### config.mk
export PLATFORM = sky130hd
export DESIGN_NAME = frenzy_input_ctrl
export DESIGN_NICKNAME = d
export VERILOG_FILES = /design/src/rtl/frenzy_input_pkg.sv /design/src/rtl/frenzy_coin_stretch.sv /design/src/rtl/frenzy_input_ctrl.sv
export SDC_FILE = /design/constraint.sdc
export NUM_CORES = 1
export LEC_CHECK = 0
export CORE_AREA = 10 10 87 70
export CTS_BUF_LIST = sky130_fd_sc_hd__clkbuf_2 sky130_fd_sc_hd__clkbuf_4 sky130_fd_sc_hd__clkbuf_8
export DETAILED_ROUTE_END_ITERATION = 7
export DIE_AREA = 0 0 97 80
export PLACE_DENSITY = 0.71
export SLEW_MARGIN = 25
export SYNTH_ARGS = -nofsm -noshare
export SYNTH_HDL_FRONTEND = slang
export SYNTH_SLANG_ARGS = --single-unit
### constraint.sdc
create_clock -name clk_sys -period 3.5 [get_ports clk_sys]
set_input_delay 0.7 -clock clk_sys [delete_from_list [all_inputs] [get_ports clk_sys]]
set_output_delay 0.7 -clock clk_sys [all_outputs]
set_load 0.005 [all_outputs]
### src/rtl/frenzy_input_pkg.sv
// rtl/frenzy_input_pkg.sv - scan codes, joystick bit map and shared types for the Frenzy input front end
package frenzy_input_pkg;

    localparam logic [8:0] KEY_UP       = 9'h075;
    localparam logic [8:0] KEY_DOWN     = 9'h072;
    localparam logic [8:0] KEY_LEFT     = 9'h06B;
    localparam logic [8:0] KEY_RIGHT    = 9'h074;
    localparam logic [8:0] KEY_SPACE    = 9'h029;
    localparam logic [8:0] KEY_CTRL     = 9'h014;
    localparam logic [8:0] KEY_START1_A = 9'h005;
    localparam logic [8:0] KEY_START1_B = 9'h016;
    localparam logic [8:0] KEY_START2_A = 9'h006;
    localparam logic [8:0] KEY_START2_B = 9'h01E;
    localparam logic [8:0] KEY_COIN_A   = 9'h02E;
    localparam logic [8:0] KEY_COIN_B   = 9'h036;
    localparam logic [8:0] KEY_P2_UP    = 9'h02D;
    localparam logic [8:0] KEY_P2_DOWN  = 9'h02B;
    localparam logic [8:0] KEY_P2_LEFT  = 9'h023;
    localparam logic [8:0] KEY_P2_RIGHT = 9'h034;
    localparam logic [8:0] KEY_P2_FIRE  = 9'h01C;

    localparam int JOY_RIGHT  = 0;
    localparam int JOY_LEFT   = 1;
    localparam int JOY_DOWN   = 2;
    localparam int JOY_UP     = 3;
    localparam int JOY_FIRE   = 4;
    localparam int JOY_START1 = 5;
    localparam int JOY_START2 = 6;
    localparam int JOY_COIN   = 7;

    typedef enum logic [1:0] {
        IDLE,
        ACTIVE,
        LOCK
    } coin_state_t;

    typedef struct packed {
        logic fire;
        logic up;
        logic down;
        logic left;
        logic right;
    } ctrl_t;

endpackage

### src/rtl/frenzy_coin_stretch.sv
// rtl/frenzy_coin_stretch.sv - coin request edge detect, vblank-counted pulse stretch and hold lockout
module frenzy_coin_stretch
    import frenzy_input_pkg::*;
#(
    parameter int COIN_FRAMES = 3
) (
    input  logic clk_sys,
    input  logic reset_n,
    input  logic flush,
    input  logic req,
    input  logic vblank,
    output logic coin
);

    localparam logic [3:0] CNT_LOAD = 4'(COIN_FRAMES);

    coin_state_t state, state_nxt;
    logic [3:0]  cnt, cnt_nxt;
    logic        req_q;
    logic        vblank_q;
    logic        vb_rise;

    assign vb_rise = vblank & ~vblank_q;
    assign coin    = (state == ACTIVE);

    // req_q keeps sampling through flush so a request held across it cannot look like a new edge
    always_ff @(posedge clk_sys or negedge reset_n) begin
        if (!reset_n) begin
            state    <= IDLE;
            cnt      <= '0;
            req_q    <= 1'b0;
            vblank_q <= 1'b0;
        end else begin
            req_q    <= req;
            vblank_q <= vblank;
            if (flush) begin
                state <= IDLE;
                cnt   <= '0;
            end else begin
                state <= state_nxt;
                cnt   <= cnt_nxt;
            end
        end
    end

    always_comb begin
        state_nxt = state;
        cnt_nxt   = cnt;
        case (state)
            IDLE: begin
                if (req && !req_q) begin
                    state_nxt = ACTIVE;
                    cnt_nxt   = CNT_LOAD;
                end
            end
            ACTIVE: begin
                if (vb_rise) begin
                    if (cnt <= 4'd1) begin
                        state_nxt = LOCK;
                        cnt_nxt   = '0;
                    end else begin
                        cnt_nxt = cnt - 4'd1;
                    end
                end
            end
            LOCK: begin
                if (!req) begin
                    state_nxt = IDLE;
                end
            end
            default: begin
                state_nxt = IDLE;
                cnt_nxt   = '0;
            end
        endcase
    end

endmodule

### src/rtl/frenzy_input_ctrl.sv
// rtl/frenzy_input_ctrl.sv - PS/2 key latches merged with joystick words into registered player controls
// Optional INPUT_P2_SPLIT_EN: each player takes only its own pad instead of both pads ORed.
module frenzy_input_ctrl
    import frenzy_input_pkg::*;
#(
    parameter int COIN_FRAMES = 3,
    parameter int JOY_BITS    = 16
) (
    input  logic                clk_sys,
    input  logic                reset_n,
    input  logic [10:0]         ps2_key,
    input  logic [JOY_BITS-1:0] joystick_0,
    input  logic [JOY_BITS-1:0] joystick_1,
    input  logic                vblank,
    input  logic                flush,
    output logic [4:0]          p1_ctrl,
    output logic [4:0]          p2_ctrl,
    output logic                start1,
    output logic                start2,
    output logic                coin
);

    logic       tgl_q;
    logic       key_event;
    logic       pressed;
    logic [8:0] code;
    ctrl_t      p1_key, p2_key;
    logic       start1_key, start2_key, coin_key;
    logic       coin_pad_q;
    logic       coin_req;
    ctrl_t      pad0, pad1, p1_pad, p2_pad;
    logic       unused_joy;

    assign key_event = ps2_key[10] ^ tgl_q;
    assign pressed   = ps2_key[9];
    assign code      = ps2_key[8:0];

    assign pad0 = '{fire: joystick_0[JOY_FIRE], up: joystick_0[JOY_UP], down: joystick_0[JOY_DOWN],
                    left: joystick_0[JOY_LEFT], right: joystick_0[JOY_RIGHT]};
    assign pad1 = '{fire: joystick_1[JOY_FIRE], up: joystick_1[JOY_UP], down: joystick_1[JOY_DOWN],
                    left: joystick_1[JOY_LEFT], right: joystick_1[JOY_RIGHT]};

`ifdef INPUT_P2_SPLIT_EN
    assign p1_pad = pad0;
    assign p2_pad = pad1;
`else
    assign p1_pad = pad0 | pad1;
    assign p2_pad = pad0 | pad1;
`endif

    assign unused_joy = ^{joystick_0[JOY_BITS-1:8], joystick_1[JOY_BITS-1:8]};

    // Arrow keys match on the low byte so both the extended and keypad variants steer player 1
    always_ff @(posedge clk_sys or negedge reset_n) begin
        if (!reset_n) begin
            tgl_q      <= 1'b0;
            p1_key     <= '0;
            p2_key     <= '0;
            start1_key <= 1'b0;
            start2_key <= 1'b0;
            coin_key   <= 1'b0;
        end else if (flush) begin
            tgl_q      <= ps2_key[10];
            p1_key     <= '0;
            p2_key     <= '0;
            start1_key <= 1'b0;
            start2_key <= 1'b0;
            coin_key   <= 1'b0;
        end else begin
            tgl_q <= ps2_key[10];
            if (key_event) begin
                if (code[7:0] == KEY_UP[7:0])                        p1_key.up    <= pressed;
                else if (code[7:0] == KEY_DOWN[7:0])                 p1_key.down  <= pressed;
                else if (code[7:0] == KEY_LEFT[7:0])                 p1_key.left  <= pressed;
                else if (code[7:0] == KEY_RIGHT[7:0])                p1_key.right <= pressed;
                else if (code == KEY_SPACE || code == KEY_CTRL)      p1_key.fire  <= pressed;
                else if (code == KEY_START1_A || code == KEY_START1_B) start1_key <= pressed;
                else if (code == KEY_START2_A || code == KEY_START2_B) start2_key <= pressed;
                else if (code == KEY_COIN_A || code == KEY_COIN_B)   coin_key     <= pressed;
                else if (code == KEY_P2_UP)                          p2_key.up    <= pressed;
                else if (code == KEY_P2_DOWN)                        p2_key.down  <= pressed;
                else if (code == KEY_P2_LEFT)                        p2_key.left  <= pressed;
                else if (code == KEY_P2_RIGHT)                       p2_key.right <= pressed;
                else if (code == KEY_P2_FIRE)                        p2_key.fire  <= pressed;
            end
        end
    end

    always_ff @(posedge clk_sys or negedge reset_n) begin
        if (!reset_n) begin
            p1_ctrl    <= '0;
            p2_ctrl    <= '0;
            start1     <= 1'b0;
            start2     <= 1'b0;
            coin_pad_q <= 1'b0;
        end else begin
            p1_ctrl    <= p1_key | p1_pad;
            p2_ctrl    <= p2_key | p2_pad;
            start1     <= start1_key | joystick_0[JOY_START1] | joystick_1[JOY_START1];
            start2     <= start2_key | joystick_0[JOY_START2] | joystick_1[JOY_START2];
            coin_pad_q <= joystick_0[JOY_COIN] | joystick_1[JOY_COIN];
        end
    end

    assign coin_req = coin_key | coin_pad_q;

    frenzy_coin_stretch #(
        .COIN_FRAMES(COIN_FRAMES)
    ) u_coin_stretch (
        .clk_sys(clk_sys),
        .reset_n(reset_n),
        .flush  (flush),
        .req    (coin_req),
        .vblank (vblank),
        .coin   (coin)
    );

endmodule

[Word level (Yosys, flattened, before mapping)]
Index checks and enable logic that the tools add are counted.
Word-level totals
  output and inout bits: 13
  bits in writable memories: 0
  memories: 0
  bits in latches: 0
  register bits: 35
  input bits: 47
  memory bits (read-only): 0
  logic and storage cells: 183
Cells by class
  $lt $le $gt $ge: 1
  multiplexer cells: 74
  eq/ne operators: 36
  bitwise gates (word level): 12
  div/mod/pow operators: 0
  shifts and indexed selects: 0
  multiply operators: 0
  $add $sub $neg: 1
  reductions and logical operators: 36
Operator list (count)
  == test 9 x 6 -> 1 bit, second input constant: 7
  two-way mux 5 bit: 12
  two-way mux 1 bit: 47
  == test 9 x 5 -> 1 bit, second input constant: 4
  == test 8 x 7 -> 1 bit, second input constant: 4
  nonzero test 2 bit: 14
  != test 2 bit, second input constant: 13
  == test 9 x 3 -> 1 bit, second input constant: 2
  two-way mux 4 bit: 4
  bitwise OR 5 bit: 3
  two-way mux 2 bit: 7
  AND reduction 14 bit: 1
  AND reduction 13 bit: 1
  case mux 4 bit (3 select lines): 1
  AND reduction 12 bit: 1
  AND reduction 11 bit: 1
  AND reduction 10 bit: 1
  != test 3 x 2 -> 1 bit, second input constant: 3
  AND reduction 9 bit: 1
  AND reduction 4 bit: 2
  AND reduction 8 bit: 1
  AND reduction 7 bit: 1
  two-way mux 3 bit: 2
  bitwise OR 1 bit: 6
  other kinds (17): 21

[Depth between registers and ports, before layout]
Gate-level depths: netlist of run 1.
  depth after elaboration: 16
  mapped depth: 7
  gate-level depth less buffers: 6

[By module]
Synthesis of run 1 repeated with hierarchy kept, for this count alone.
Unflattened totals
  cells, all modules: 154
  area total of the unflattened synthesis: 1706.6 um^2
Modules (own cells, without submodules)
  frenzy_input_ctrl: instances 1, cells an instance 108, seq. area each 675.6 um^2, area each 1280.0 um^2
  frenzy_coin_stretch: instances 1, cells an instance 46, seq. area each 200.2 um^2, area each 426.7 um^2

[Least setup slack after synthesis of run 1]
No wires, ideal clock.
  kind: input-to-reg
  from: input port ps2_key[7]
  to: register p2_key[0] (netlist name)
  stages: 5
  data required time: 3422 ps
  library setup time: 78 ps
  arrival time: 2093 ps
  path buffers: 1
  slack: 1328 ps
  path through: or3_4 -> or3_1 -> clkbuf_2 -> or4_1 -> a21oi_1
Between the ends
  word-level cells in the longest chain between the ends: 4
  elaborated cells between the ends (all ways): 33
  those cells by class: eq/ne: 27; reduce/logical: 6
Ends and longest elaborated chain
  start, declared: RTL line frenzy_input_ctrl.sv:11  | input logic [10:0] ps2_key,
  == test 9 x 6 -> 1 bit (tied with other cells): RTL line frenzy_input_ctrl.sv:79  | else if (code == KEY_COIN_A || code == KEY_COIN_B) coin_key <= pressed;
  logical OR 1 bit, on equally long branches
  != test 2 bit (no source line)
  AND reduction 13 bit (no source line) (*)
  end, declared: RTL line frenzy_input_ctrl.sv:27  | ctrl_t p1_key, p2_key;
Mark *: on every way between the ends. The rest lies on a longest branch, timed or not.
A chain may end at the register's enable or synchronous reset.

[Worst setup path in the final report of run 1]
Ends and elaborated chain as after synthesis.

==> out/qor.json, run 1 <==
{
  "wirelength_microns": 4050,
  "clock_skew_ns": 0.00325,
  "crit_type": "input port to flop",
  "final-max-slew-violation-count": 0,
  "grt_first_pass_wirelength_microns": 6770,
  "dieHeight_microns": 80,
  "tritoncts": "built",
  "slew_headroom_pct": 48.4,
  "fraction_of_final_layout_cells_with_drive_strength_greater_than_1_pct": 7.21,
  "gr-total-overflow": 0,
  "cp_data_required_time_ns": 3.70,
  "cts.repair.resized": 0,
  "number_of_buffers_added_to_fix_hold_violations_after_cts": 0,
  "slowest_delay_ns": 0.50,
  "p_leak_uw": 0.000862,
  "drt-pass1-iter-count": 4,
  "postSynthRegisterBits": 35,
  "mappedNetlistArea_sq_um": 1700,
  "syn-instance-count": 167,
  "initial_core_util_pct": 38.8,
  "synth.net_count": 216,
  "fin_setup_tns_ns": 0,
  "synth_sequential_area_ratio_pct": 51.4,
  "end_kind": "flop",
  "via_count": 1424,
  "io_buffers": 43,
  "gpl_wtd_cong": 0.840,
  "dr_drc_count": 0,
  "critPathSlowestCell": "or4_1",
  "cts-htree-levels": 2,
  "post_drt_via_cell_ratio": 5.37,
  "sequential_cell_area_sq_um": 876,
  "fin_crit_sh_pct": 68.6,
  "grt_use_total_pct": 10.7,
  "floorplan.die_area_sq_um": 7760,
  "layout_commonest_cell": "clkdlybuf4s50_1",
  "clk-insertion-delay-late_ns": 0.28,
  "clockRootBuffer": "clkbuf_8",
  "largest_net_degree_at_the_start_of_global_routing": 36,
  "hpwl_microns": 3070,
  "routed-wl-met2_microns": 1810,
  "die-width_microns": 97,
  "max_clock_freq_mhz": 417,
  "worst_hold_path_type": "flop to flop",
  "antenna_violations_before_repair": 0,
  "highest-signal-layer": "met4",
  "worst-endpoint-arrival_ns": 2.60,
  "finalHoldViolCount": 0,
  "cts_buffer_depth": 2,
  "post_drt_wl_per_cell_microns": 15.3,
  "worstMarginPinSlew_ns": 0.775,
  "rows": 21,
  "finalWorstPathRequiredPeriod_ns": 2.40,
  "drt-met1-wl_microns": 1890,
  "totalPowerFinal_uw": 833,
  "netlist-cell-type-count": 39,
  "reg2reg_slack_ns": 1.53,
  "drv_cap": 0,
  "num_antenna_cells": 0,
  "finalSetupViolations": 0,
  "crit_path_cell_trace": "clkdlybuf4s50_1, or3_4, or3_1, or4_1, a21oi_1",
  "clock_tree_sinks": 35,
  "mostFrequentLayoutCells": "clkdlybuf4s50_1 (42), dfrtp_1 (35), or3_1 (14)",
  "outcome": "complete, no violations",
  "worst_setup_path_start_kind": "input port",
  "clk_transition_reported_paths_ns": 0.06,
  "cts.repair_timing.setup_buffer_count": 0,
  "postRouteAntennaNets": 0,
  "multi_input_comb_area_sq_um": 759,
  "worst_path_maximum_fanout": 8,
  "rsz_0062_raised_after_global_routing": "false",
  "syn_to_final_growth_pct": 31.8,
  "cts_buffers": 5,
  "route.met3.wl_microns": 292,
  "nNetsFinal": 258,
  "grt_pass1_vias": 1381,
  "n_fill_cell": 407,
  "drt_iter0_markers": 135,
  "post_synth.cell_area_avg_sq_um": 10.2,
  "synthesis.yosys.warnings": 0,
  "design.portCount": 60,
  "ir_drop_mv": 0.177,
  "placeableCoreArea_sq_um": 4390,
  "power.density_nw_per_um2": 371
}
## sequential cells by signal (all words and copies together), names as in the netlist, 2 cells and up
name and flops:
p1_ctrl 5, p1_key 5, p2_ctrl 5, p2_key 5
u_coin_stretch.cnt 4, u_coin_stretch.state 2
## layer usage
metal	up-vias	GRT usage, %
li1	703	-
met1	665	13.8
met2	52	14.7
met3	4	4.67
met4	0	5.29
met5	-	0
## path summary, 6_finish.rpt
| kind | from | end | depth (start not counted) |
|---|---|---|---|
| max in group asynchronous | reset_n | p1_ctrl[4] | 1 |
| worst max-delay path | ps2_key[7] | p2_key[0] | 5 |
| worst min register to register | start1_key | start1 | 1 |
| worst max register to register | u_coin_stretch.cnt[0] | u_coin_stretch.cnt[2] | 6 |
| worst min-delay path | start1_key | start1 | 1 |
| min in group asynchronous | reset_n | p2_ctrl[0] | 1 |
## kinds of logic (layout without fill, tap and decap cells)
logic type               count (synthesis)  in the layout  share of synthesized area [%]
AND/OR/NAND/NOR                         67             67                           23.5
buffers and inverters                   18             59                           4.04
multiplexers                             6              6                           3.52
XOR/XNOR                                 3              3                           1.54
flip-flops                              35             35                           51.4
AO/OA/AOI/OAI                           36             36                           14.5
adder cells (fa/ha/maj)                  2              2                           1.47
## report_power, final
| group | internal, uW | switching, uW | total (uW) |
|---|---|---|---|
| Sequential | 418 | 8.59 | 427 |
| Combinational | 69.5 | 63.7 | 133 |
| Clock | 140 | 133 | 273 |
## worst max-delay path, delay by kind of cell
kind                   cells  cell delay [ns]
AOI/OAI and AO/OA          1             0.13
buffers and inverters      1             0.42
and+or+nand+nor            3             1.35
## final cells by class
class                           instances  area share [%]
Timing Repair Buffer                   43            18.9
Clock buffer                            6            3.40
Inverter                               10            1.67
Sequential cell                        35            39.0
Tap cell                               57            3.18
Multi-Input combinational cell        114            33.8
## cell usage after synthesis
master,n,area share [%]
clkbuf_1,7,1.5
o41ai_1,3,1.5
nor3_1,5,1.5
a311oi_1,1,0.51
nand2b_1,4,1.5
nand2_1,4,0.88
or4_1,3,1.3
a31oi_1,1,0.37
ha_1,2,1.5
o31ai_1,4,1.8
nor2_1,9,2.0
mux2i_1,6,3.5
or3b_2,1,0.51
nor3b_1,1,0.44
a211oi_1,2,0.88
a2111o_1,1,0.66
a22o_1,1,0.51
a31o_2,2,1.0
nor2b_1,2,0.73
inv_1,10,2.2
nand3_1,2,0.59
clkbuf_2,1,0.29
a21oi_1,12,3.5
o22ai_1,2,0.73
nand3b_1,6,2.6
xor2_1,1,0.51
or3_4,1,0.66
nand4_1,5,1.8
o311ai_0,1,0.51
and3b_1,1,0.51
or3_1,14,5.1
xnor2_1,2,1.0
a32o_1,1,0.59
o21a_1,2,0.88
a22oi_1,1,0.44
dfrtp_1,35,51
or2_2,4,1.5
o21ai_0,2,0.59
nor4_1,5,1.8
## metrics by stage
step	worst slack [ns]	utilization, %	std cells	instance area [sq um]	hold WS [ns]
5_1_grt	1.00	51.2	265	2250	0.496
2_1_floorplan	1.33	-	167	1700	0.404
6_report	1.10	51.2	265	2250	0.468
3_3_place_gp	0.812	49.4	259	2170	0.446
3_5_place_dp	0.821	49.4	259	2170	0.458
4_1_cts	1.10	51.2	265	2250	0.473
No activity file was read; power rests on OpenSTA's default activity.
==> inputs of run 2 (changes only) <==
- PLACE_DENSITY: 0.71 -> 0.73
- clock period: 3.5 -> 2.1 ns (I/O delays scaled with it)
==> run 2 against run 1 <==
Net effect: via count grew 3.4%; global-route usage grew 1.0 points; total power grew 69%; utilization grew 2.9 points; critical path depth is the same; first-iteration DRC count shrank 6.7%; final cell count grew 5.7%; critical path type unchanged; largest cell class unchanged.
==> out/qor.json, run 2 (synthesis results as in run 1) <==
{
  "outcome": "complete, no violations",
  "worstMarginPinSlew_ns": 0.782,
  "via_count": 1472,
  "dieHeight_microns": 80,
  "clk_transition_reported_paths_ns": 0.06,
  "routed-wl-met2_microns": 1920,
  "tritoncts": "built",
  "fraction_of_final_layout_cells_with_drive_strength_greater_than_1_pct": 15.2,
  "p_leak_uw": 0.000933,
  "final_cells": 280,
  "clock_tree_sinks": 35,
  "finish.instance_area_sq_um": 2370,
  "grt_first_pass_wirelength_microns": 7440,
  "fin_worst_hold_slack_ns": 0.212,
  "die-width_microns": 97,
  "syn_to_final_growth_pct": 39.1,
  "cts_buffer_depth": 2,
  "worst_hold_path_type": "input port to async pin",
  "max_clock_freq_mhz": 493,
  "post_drt_wl_per_cell_microns": 15.6,
  "ir_drop_mv": 0.334,
  "regToRegStartpoint": "u_coin_stretch.cnt[0]",
  "dr_drc_count": 0,
  "sequentialPowerShare_pct": 50.6,
  "drv_cap": 0,
  "number_of_buffers_added_to_fix_hold_violations_after_cts": 0,
  "rsz_0062_raised_after_global_routing": "false",
  "finalWorstPathRequiredPeriod_ns": 2.03,
  "gpl_wtd_cong": 0.859,
  "wirelength_microns": 4370,
  "antenna_violations_before_repair": 0,
  "power_switching_share_pct": 24.7,
  "clkPwrFrac_pct": 32.2,
  "pre_cts_ws_ns": -0.246,
  "placeableCoreArea_sq_um": 4390,
  "mostFrequentLayoutCells": "clkdlybuf4s50_1 (42), dfrtp_1 (33), buf_4 (15)",
  "nNetsFinal": 273,
  "worst-endpoint-arrival_ns": 2.24,
  "worst_path_maximum_fanout": 6,
  "floorplan.die_area_sq_um": 7760,
  "highest-signal-layer": "met4",
  "drt-pass1-iter-count": 4,
  "final-max-slew-violation-count": 0,
  "largest_net_degree_at_the_start_of_global_routing": 36,
  "post_dp_cell_area_sq_um": 2280,
  "power.density_nw_per_um2": 595,
  "total_switching_power_uw": 348,
  "finalHoldViolCount": 0,
  "fin_crit_sh_pct": 96.5,
  "cts_buffers": 5,
  "fin_setup_tns_ns": 0,
  "design.portCount": 60,
  "final_worst_setup_slack_ns": 0.0735,
  "r2r.worst_path.cells": 6,
  "rows": 21,
  "clk-insertion-delay-late_ns": 0.29,
  "clockRootBuffer": "clkbuf_8",
  "pwr-share-comb_pct": 17.3,
  "worst_setup_path_start_kind": "input port",
  "postRouteAntennaNets": 0,
  "grt_use_total_pct": 11.7,
  "drt-met1-wl_microns": 2120,
  "gr-total-overflow": 0,
  "drt_iter0_markers": 126,
  "io_buffers": 43,
  "rr_endpoint": "u_coin_stretch.cnt[2]",
  "placed_cells": 274,
  "end_kind": "flop",
  "reg2reg_slack_ns": 0.17,
  "clock_skew_ns": 0.00434,
  "crit_type": "input port to flop",
  "post_drt_via_cell_ratio": 5.26,
  "num_antenna_cells": 0,
  "slew_headroom_pct": 47.9,
  "internal_power_uw": 1060,
  "cp_data_required_time_ns": 2.31,
  "layout_commonest_cell": "clkdlybuf4s50_1",
  "finalSetupViolations": 0,
  "hpwl_microns": 3360,
  "grt_pass1_vias": 1523,
  "cts-htree-levels": 2,
  "initial_core_util_pct": 38.8,
  "route.met3.wl_microns": 241
}
## run 2: layout make-up
type	count	area, sq um
clock buffers	6	76.3
fillers	377	2020
inverters	10	37.5
multi-input cells	114	769
flip-flops and latches	35	878
well taps	57	71.3
repair buffers	58	538
## run 2: metrics by stage
step / total power (uW) / util [%]
finish: 1410 / 54.0
global route: 1480 / 54.0
CTS: 1430 / 53.7
detailed placement: 966 / 52.0
global placement: 962 / 52.0
floorplan: 824 / -
## run 2: per-layer routing
layer / up-vias / global-route usage [%]
li1: 735 / -
met1: 687 / 15.4
met2: 42 / 16.7
met3: 8 / 3.63
met4: 0 / 6.18
met5: - / 0
## run 2: worst max-delay path, cell delays in order
cell and delay [ns]:
clkdlybuf4s50_1 0.42, or3_4 0.39, or3_4 0.37, or4_1 0.49
a21oi_1 0.15
## run 2: power groups by stage
stage          logic [uW]  clock network (uW)  registers, uW
2_1_floorplan         104                   0            721
5_1_grt               269                 497            716
3_3_place_gp          238                   0            723
6_report              244                 453            713
3_5_place_dp          242                   0            724
4_1_cts               243                 470            712
## run 2: worst max-delay path by stage
| stage | depth (start not counted) | from | to | slack [ns] |
|---|---|---|---|---|
| after detailed placement | 5 | ps2_key[7] | p2_key[0] | -0.25 |
| after floorplan | 7 | u_coin_stretch.cnt[0] | u_coin_stretch.cnt[2] | 0.21 |
| after global placement | 5 | ps2_key[7] | p2_key[0] | -0.21 |
| final | 5 | ps2_key[7] | p2_key[0] | 0.07 |
| after CTS | 5 | ps2_key[7] | p2_key[0] | 0.03 |
| after global routing | 5 | ps2_key[7] | p2_key[0] | 0.02 |
## run 2: timing repair
item,4_1_cts,5_1_grt
gates resized for setup,0,4
endpoints found under the setup margin,0,5
buffers inserted,0,0
